**config.mk**
```make
export PLATFORM = sky130hd
export DESIGN_NAME = bex_resolve_flat
export DESIGN_NICKNAME = d
export VERILOG_FILES = /design/src/rtl/cpu_pkg.sv /design/src/rtl/bex_resolve_if.sv /design/src/rtl/br_target_sel.sv /design/src/rtl/bex_resolve.sv /design/src/flat_wrapper.sv
export SDC_FILE = /design/constraint.sdc
export NUM_CORES = 1
export LEC_CHECK = 0
export BUFFER_PORTS_ARGS = -buffer_cell sky130_fd_sc_hd__buf_2
export CORE_AREA = 3 3 110 112
export CTS_CLUSTER_DIAMETER = 40
export DETAILED_ROUTE_END_ITERATION = 10
export DIE_AREA = 0 0 113 115
export HOLD_SLACK_MARGIN = 0.12
export PLACE_DENSITY = 0.78
export SLEW_MARGIN = 20
export SYNTH_ARGS = -nofsm -noshare
export SYNTH_HDL_FRONTEND = slang
export SYNTH_SLANG_ARGS = --single-unit
```
**constraint.sdc**
```tcl
create_clock -name clock -period 2.5 [get_ports clock]
set_input_delay 0.5 -clock clock [delete_from_list [all_inputs] [get_ports clock]]
set_output_delay 0.5 -clock clock [all_outputs]
set_load 0.05 [all_outputs]
```
**src/rtl/cpu_pkg.sv**
```systemverilog
// rtl/cpu_pkg.sv - shared opcodes, resolve-stage state enum and counter width
package cpu_pkg;

  localparam logic [4:0] OP_J   = 5'b00001;
  localparam logic [4:0] OP_BNE = 5'b00010;
  localparam logic [4:0] OP_JAL = 5'b00011;
  localparam logic [4:0] OP_JR  = 5'b00100;
  localparam logic [4:0] OP_BLT = 5'b00110;
  localparam logic [4:0] OP_BEX = 5'b10110;

  localparam int CNT_W_DEF = 16;

  typedef enum logic {
    ST_IDLE     = 1'b0,
    ST_REDIRECT = 1'b1
  } state_t;

endpackage

```
**src/rtl/bex_resolve_if.sv**
```systemverilog
// rtl/bex_resolve_if.sv - X-stage control-flow inputs and redirect/counter outputs
interface bex_resolve_if #(
  parameter int CNT_W = 16
);

  logic             valid_x;
  logic [4:0]       opcode_x;
  logic [31:0]      pc_plus1_x;
  logic [16:0]      imm_x;
  logic [26:0]      target_x;
  logic [31:0]      rd_val_x;
  logic             cmp_ne;
  logic             cmp_lt;
  logic             pass;
  logic [31:0]      rstatus_byp;
  logic [31:0]      rstatus_rf;
  logic             stall_in;

  logic             redirect;
  logic [31:0]      redirect_pc;
  logic             flush_fd;
  logic             flush_dx;
  logic             busy;
  logic [CNT_W-1:0] resolved_cnt;
  logic [CNT_W-1:0] taken_cnt;

  // Resolve stage side
  modport slave (
    input  valid_x, opcode_x, pc_plus1_x, imm_x, target_x, rd_val_x,
    input  cmp_ne, cmp_lt, pass, rstatus_byp, rstatus_rf, stall_in,
    output redirect, redirect_pc, flush_fd, flush_dx, busy,
    output resolved_cnt, taken_cnt
  );

  // Pipeline / driver side
  modport master (
    output valid_x, opcode_x, pc_plus1_x, imm_x, target_x, rd_val_x,
    output cmp_ne, cmp_lt, pass, rstatus_byp, rstatus_rf, stall_in,
    input  redirect, redirect_pc, flush_fd, flush_dx, busy,
    input  resolved_cnt, taken_cnt
  );

endinterface

```
**src/rtl/br_target_sel.sv**
```systemverilog
// rtl/br_target_sel.sv - combinational taken flag and target address selection
module br_target_sel
  import cpu_pkg::*;
(
  input  logic [4:0]  opcode,
  input  logic        cmp_ne,
  input  logic        cmp_lt,
  input  logic        pass,
  input  logic [31:0] rstatus_byp,
  input  logic [31:0] rstatus_rf,
  input  logic [31:0] pc_plus1,
  input  logic [16:0] imm,
  input  logic [26:0] target,
  input  logic [31:0] rd_val,
  output logic        is_cf,
  output logic        taken,
  output logic [31:0] target_pc
);

  logic [31:0] status;
  logic [31:0] branch_pc;
  logic [31:0] jump_pc;

  // bex tests the forwarded $r30 when the bypass check says the RF copy is stale
  assign status    = pass ? rstatus_byp : rstatus_rf;
  assign branch_pc = pc_plus1 + {{15{imm[16]}}, imm};
  assign jump_pc   = {5'b00000, target};

  // Decode the control-flow class and pick the matching target
  always_comb begin
    is_cf     = 1'b0;
    taken     = 1'b0;
    target_pc = jump_pc;
    case (opcode)
      OP_J, OP_JAL: begin
        is_cf = 1'b1;
        taken = 1'b1;
      end
      OP_JR: begin
        is_cf     = 1'b1;
        taken     = 1'b1;
        target_pc = rd_val;
      end
      OP_BNE: begin
        is_cf     = 1'b1;
        taken     = cmp_ne;
        target_pc = branch_pc;
      end
      OP_BLT: begin
        is_cf     = 1'b1;
        taken     = cmp_lt;
        target_pc = branch_pc;
      end
      OP_BEX: begin
        is_cf = 1'b1;
        taken = (status != 32'd0);
      end
      default: ;
    endcase
  end

endmodule

```
**src/rtl/bex_resolve.sv**
```systemverilog
// rtl/bex_resolve.sv - execute-stage redirect FSM with saturating control-flow counters
module bex_resolve
  import cpu_pkg::*;
#(
  parameter int CNT_W = CNT_W_DEF
) (
  input logic        clock,
  input logic        reset_n,
  bex_resolve_if.slave bus
);

  localparam logic [CNT_W-1:0] CNT_ONE = {{(CNT_W-1){1'b0}}, 1'b1};
  localparam logic [CNT_W-1:0] CNT_MAX = {CNT_W{1'b1}};

  state_t           state, state_next;
  logic [31:0]      pc_q, pc_next;
  logic [CNT_W-1:0] res_q, res_next;
  logic [CNT_W-1:0] tak_q, tak_next;

  logic             is_cf;
  logic             taken;
  logic [31:0]      target_pc;

  br_target_sel u_sel (
    .opcode      (bus.opcode_x),
    .cmp_ne      (bus.cmp_ne),
    .cmp_lt      (bus.cmp_lt),
    .pass        (bus.pass),
    .rstatus_byp (bus.rstatus_byp),
    .rstatus_rf  (bus.rstatus_rf),
    .pc_plus1    (bus.pc_plus1_x),
    .imm         (bus.imm_x),
    .target      (bus.target_x),
    .rd_val      (bus.rd_val_x),
    .is_cf       (is_cf),
    .taken       (taken),
    .target_pc   (target_pc)
  );

  // Next-state: resolve only real, unstalled instructions in IDLE; REDIRECT holds while stalled
  always_comb begin
    state_next = state;
    pc_next    = pc_q;
    res_next   = res_q;
    tak_next   = tak_q;
    case (state)
      ST_IDLE: begin
        if (bus.valid_x && is_cf && !bus.stall_in) begin
          res_next = (res_q == CNT_MAX) ? res_q : res_q + CNT_ONE;
          if (taken) begin
            tak_next   = (tak_q == CNT_MAX) ? tak_q : tak_q + CNT_ONE;
            pc_next    = target_pc;
            state_next = ST_REDIRECT;
          end
        end
      end
      ST_REDIRECT: begin
        if (!bus.stall_in) begin
          state_next = ST_IDLE;
        end
      end
      default: state_next = ST_IDLE;
    endcase
  end

  // State, registered target and counters; reset abandons any pending redirect
  always_ff @(posedge clock or negedge reset_n) begin
    if (!reset_n) begin
      state <= ST_IDLE;
      pc_q  <= 32'd0;
      res_q <= '0;
      tak_q <= '0;
    end else begin
      state <= state_next;
      pc_q  <= pc_next;
      res_q <= res_next;
      tak_q <= tak_next;
    end
  end

  // Redirect and squash come straight from the state flop, never from inputs
  assign bus.redirect     = (state == ST_REDIRECT);
  assign bus.flush_fd     = (state == ST_REDIRECT);
  assign bus.flush_dx     = (state == ST_REDIRECT);
  assign bus.busy         = (state == ST_REDIRECT);
  assign bus.redirect_pc  = pc_q;
  assign bus.resolved_cnt = res_q;
  assign bus.taken_cnt    = tak_q;

endmodule

```
**src/flat_wrapper.sv**
```systemverilog
// flat-port wrapper written by rule: the top's interface ports become plain ports
module bex_resolve_flat import cpu_pkg::*;
#(
  parameter int CNT_W = CNT_W_DEF
)
  (clock, reset_n, bus_valid_x, bus_opcode_x, bus_pc_plus1_x, bus_imm_x, bus_target_x, bus_rd_val_x, bus_cmp_ne, bus_cmp_lt, bus_pass, bus_rstatus_byp, bus_rstatus_rf, bus_stall_in, bus_redirect, bus_redirect_pc, bus_flush_fd, bus_flush_dx, bus_busy, bus_resolved_cnt, bus_taken_cnt);
  bex_resolve_if #(.CNT_W(CNT_W)) bus_i ();
  input logic clock;
  input logic reset_n;
  input wire logic [$bits(bus_i.valid_x)-1:0] bus_valid_x;
  input wire logic [$bits(bus_i.opcode_x)-1:0] bus_opcode_x;
  input wire logic [$bits(bus_i.pc_plus1_x)-1:0] bus_pc_plus1_x;
  input wire logic [$bits(bus_i.imm_x)-1:0] bus_imm_x;
  input wire logic [$bits(bus_i.target_x)-1:0] bus_target_x;
  input wire logic [$bits(bus_i.rd_val_x)-1:0] bus_rd_val_x;
  input wire logic [$bits(bus_i.cmp_ne)-1:0] bus_cmp_ne;
  input wire logic [$bits(bus_i.cmp_lt)-1:0] bus_cmp_lt;
  input wire logic [$bits(bus_i.pass)-1:0] bus_pass;
  input wire logic [$bits(bus_i.rstatus_byp)-1:0] bus_rstatus_byp;
  input wire logic [$bits(bus_i.rstatus_rf)-1:0] bus_rstatus_rf;
  input wire logic [$bits(bus_i.stall_in)-1:0] bus_stall_in;
  output wire logic [$bits(bus_i.redirect)-1:0] bus_redirect;
  output wire logic [$bits(bus_i.redirect_pc)-1:0] bus_redirect_pc;
  output wire logic [$bits(bus_i.flush_fd)-1:0] bus_flush_fd;
  output wire logic [$bits(bus_i.flush_dx)-1:0] bus_flush_dx;
  output wire logic [$bits(bus_i.busy)-1:0] bus_busy;
  output wire logic [$bits(bus_i.resolved_cnt)-1:0] bus_resolved_cnt;
  output wire logic [$bits(bus_i.taken_cnt)-1:0] bus_taken_cnt;
  assign bus_i.valid_x = bus_valid_x;
  assign bus_i.opcode_x = bus_opcode_x;
  assign bus_i.pc_plus1_x = bus_pc_plus1_x;
  assign bus_i.imm_x = bus_imm_x;
  assign bus_i.target_x = bus_target_x;
  assign bus_i.rd_val_x = bus_rd_val_x;
  assign bus_i.cmp_ne = bus_cmp_ne;
  assign bus_i.cmp_lt = bus_cmp_lt;
  assign bus_i.pass = bus_pass;
  assign bus_i.rstatus_byp = bus_rstatus_byp;
  assign bus_i.rstatus_rf = bus_rstatus_rf;
  assign bus_i.stall_in = bus_stall_in;
  assign bus_redirect = bus_i.redirect;
  assign bus_redirect_pc = bus_i.redirect_pc;
  assign bus_flush_fd = bus_i.flush_fd;
  assign bus_flush_dx = bus_i.flush_dx;
  assign bus_busy = bus_i.busy;
  assign bus_resolved_cnt = bus_i.resolved_cnt;
  assign bus_taken_cnt = bus_i.taken_cnt;
  bex_resolve #(.CNT_W(CNT_W)) u_core (.clock(clock), .reset_n(reset_n), .bus(bus_i));
endmodule
```
==> impl_metrics.yaml <==
grt:
  grt_max_degree: 26
  antenna_found_initial: 0
  grt_pass1_vias: 5596
  gr-usage-all-layers_pct: 26.2
  grt_pass1_wl_mm: 27.3
  grt_overflow: 0
clock_tree:
  numCtsBuffers: 9
  ctsHoldBuffers: 0
  clock_path_buffers: 2
  path_clk_slew_ns: 0.06
  htreeDepth: 3
  clock-sinks: 65
  clockRootBuffer: "clkbuf_16"
  insertion_delay_ns: 0.33
  cts_tree: "built"
worst_hold_path:
  worstHoldPathType: "input port to asynchronous set/reset pin"
critical_path:
  critPathKind: "input port to register"
  r2r_end: "u_core.bus.resolved_cnt[9]"
  r2r_setup_slack_ns: 0.27
  worstSetupEndpointType: "register"
  crit_fanout: 7
  path_buf_inv: 1
  worst_r2r_path_depth: 8
  cp-start-kind: "input port"
  worst_ep_arrival_time_ns: 2.74
  cpMaxStageDelayCell: "or3_1"
  cp_slowest_stage_delay_ns: 0.38
  required_ns: 2.70
  r2r-start: "u_core.bus.resolved_cnt[10]"
  crit_family: "simple AND/OR/NAND/NOR gates"
  path_cells: "buf_2 -> ha_1 -> a21oi_2 -> nand2_2 -> nor3_2 -> o211ai_1 -> and4_1 -> or3_4 -> nand3_2 -> a2111oi_1 -> or3_1"
placement:
  dp_hpwl_mm: 14.2
  placedCellCount: 1040
  post_dp_cell_area_um2: 7050
  portBuffers: 251
  gp_congestion: 0.913
  dp_slack_ns: -0.530
timing:
  fmax_mhz: 394
  worst_slack_ns: -0.0394
  rsz0062_at_grt: "yes"
  fin_crit_ns: 2.54
  slew_headroom_pct: 53.6
  timing.hold.ws_ns: 0.142
  tns_ns: -0.0394
  setup-violations-final: 1
  fin_crit_sh_pct: 102
  slew_violations: 0
  tightest_slew_ns: 0.691
  skew_ns: 0.00468
  finalHoldViolations: 0
cells_and_area:
  final_util_pct: 66.7
  final_area_um2: 7560
  mostFrequentLayoutCell: "buf_2"
  antenna_cells: 0
  nets: 1130
  layout-drive-gt1-share_pct: 43.6
  fin_cells: 1060
  area_delta_synth_final_pct: 50.8
  layout_common_cells: "buf_2, buf_4, nand2_1"
synthesis:
  synth_edf_count: 0
  synth_cells: 592
  yosys.area_share.adder_pct: 8.64
  postSynthNetCount: 810
  synth-compound-area-share_pct: 24.3
  ys_ff_latch: 65
  synth_flop_cell: "dfrtp_1"
  avgSynthCellArea_um2: 8.46
  ys.warnings.count: 0
  synth_xor_xnor_area_share_pct: 8.92
  ys_types: 67
  synth_area_um2: 5010
  synth.mux.area_fraction_pct: 0.649
  synth_top_family_by_area: "compound AO/OA/AOI/OAI gates"
  async_reset_ff_share_pct: 100
  synth-seq-area-share_pct: 32.5
  yosys.area_share.simple_pct: 21.2
drt:
  wl_per_cell_um: 16.7
  route.detailed.drc: 0
  num_vias: 5856
  viasPerCell: 5.52
  wirelength_mm: 17.7
  ant_nets: 0
  initialDrtViolationCount: 502
  firstDrtPassIters: 5
floorplanning:
  die_area_um2: 13000
  start_util_pct: 44.3
  die_width_um: 113
  placementRows: 39
  ios: 252
  core_um2: 11300
  die_h_um: 115
job:
  maxCapViolations: 0
power:
  irDropWorstVdd_mv: 0.336
  finalPower_mw: 4.25
  power.leakage_nw: 3.90
  cellPowerDensity_nw_per_um2: 562
run_status:
  violations: "negative setup slack"
  status: "finished, violations left"
final cells by class:
cell class	count	area [µm²]
fill	958	3760
multi-input combinational	484	3410
timing repair buffer	340	1970
sequential	65	1630
clock buffer	9	225
tap	143	179
clock inverter	7	100
inverter	12	45.0
where the power goes:
group          internal, mW  total, mW  switching (mW)
registers              1.17       1.25          0.0851
logic                 0.612       1.60           0.991
clock network         0.884       1.39           0.507
total                  2.66       4.25            1.58
sequential cells by signal, indices dropped and copies added, names as in the netlist:
signal and flops:
u_core.bus.redirect_pc 32, u_core.bus.resolved_cnt 16, u_core.bus.busy 1, u_core.bus.taken_cnt 16
cell families after synthesis:
| logic type | count (synthesis) |
|---|---|
| buf+inv | 43 |
| mux | 3 |
| simple gates | 214 |
| flops | 65 |
| compound gates | 182 |
| fa+ha+maj | 34 |
| xor+xnor | 51 |
layer usage:
layer | global-route usage (%) | up-vias | wire (µm)
met5 | 0 | - | 0
met4 | 8.81 | 0 | 409
met3 | 3.58 | 29 | 1230
met2 | 45.8 | 258 | 8620
met1 | 33.6 | 2716 | 7440
li1 | - | 2853 | -
worst max-delay path by stage:
stage	start	end	slack [ns]	depth (start not counted)
floorplan	bus_imm_x[0]	u_core.bus.redirect_pc[30]	-0.09	12
CTS	bus_imm_x[16]	u_core.bus.redirect_pc[23]	0.007	11
detailed placement	bus_pc_plus1_x[0]	u_core.bus.redirect_pc[24]	-0.53	14
global placement	bus_pc_plus1_x[0]	u_core.bus.redirect_pc[24]	-0.46	14
finish	bus_imm_x[16]	u_core.bus.redirect_pc[30]	-0.04	11
global route	bus_imm_x[0]	u_core.bus.redirect_pc[26]	-0.10	13
synth_stat cells (8+ instances only):
master	count	area (µm²)
xor2_1	18	158
clkbuf_1	15	56.3
ha_1	33	413
nand2_1	67	251
nor2_1	39	146
o21ai_0	27	135
a21oi_1	52	260
a222oi_1	12	120
xnor2_1	33	289
buf_2	9	45.0
o21ai_1	13	65.1
nand4_1	11	68.8
nor4_1	15	93.8
a21o_1	15	113
inv_1	12	45.0
nor3_1	8	40.0
nand3_1	26	130
and3_1	17	106
dfrtp_1	65	1630
timing repair:
action	CTS	global route
pin swaps	7	23
gates resized for setup	5	29
setup endpoints to repair	5	13
setup buffers	5	0
hold endpoints to repair	0	0
(Power assumes the default switching activity.)
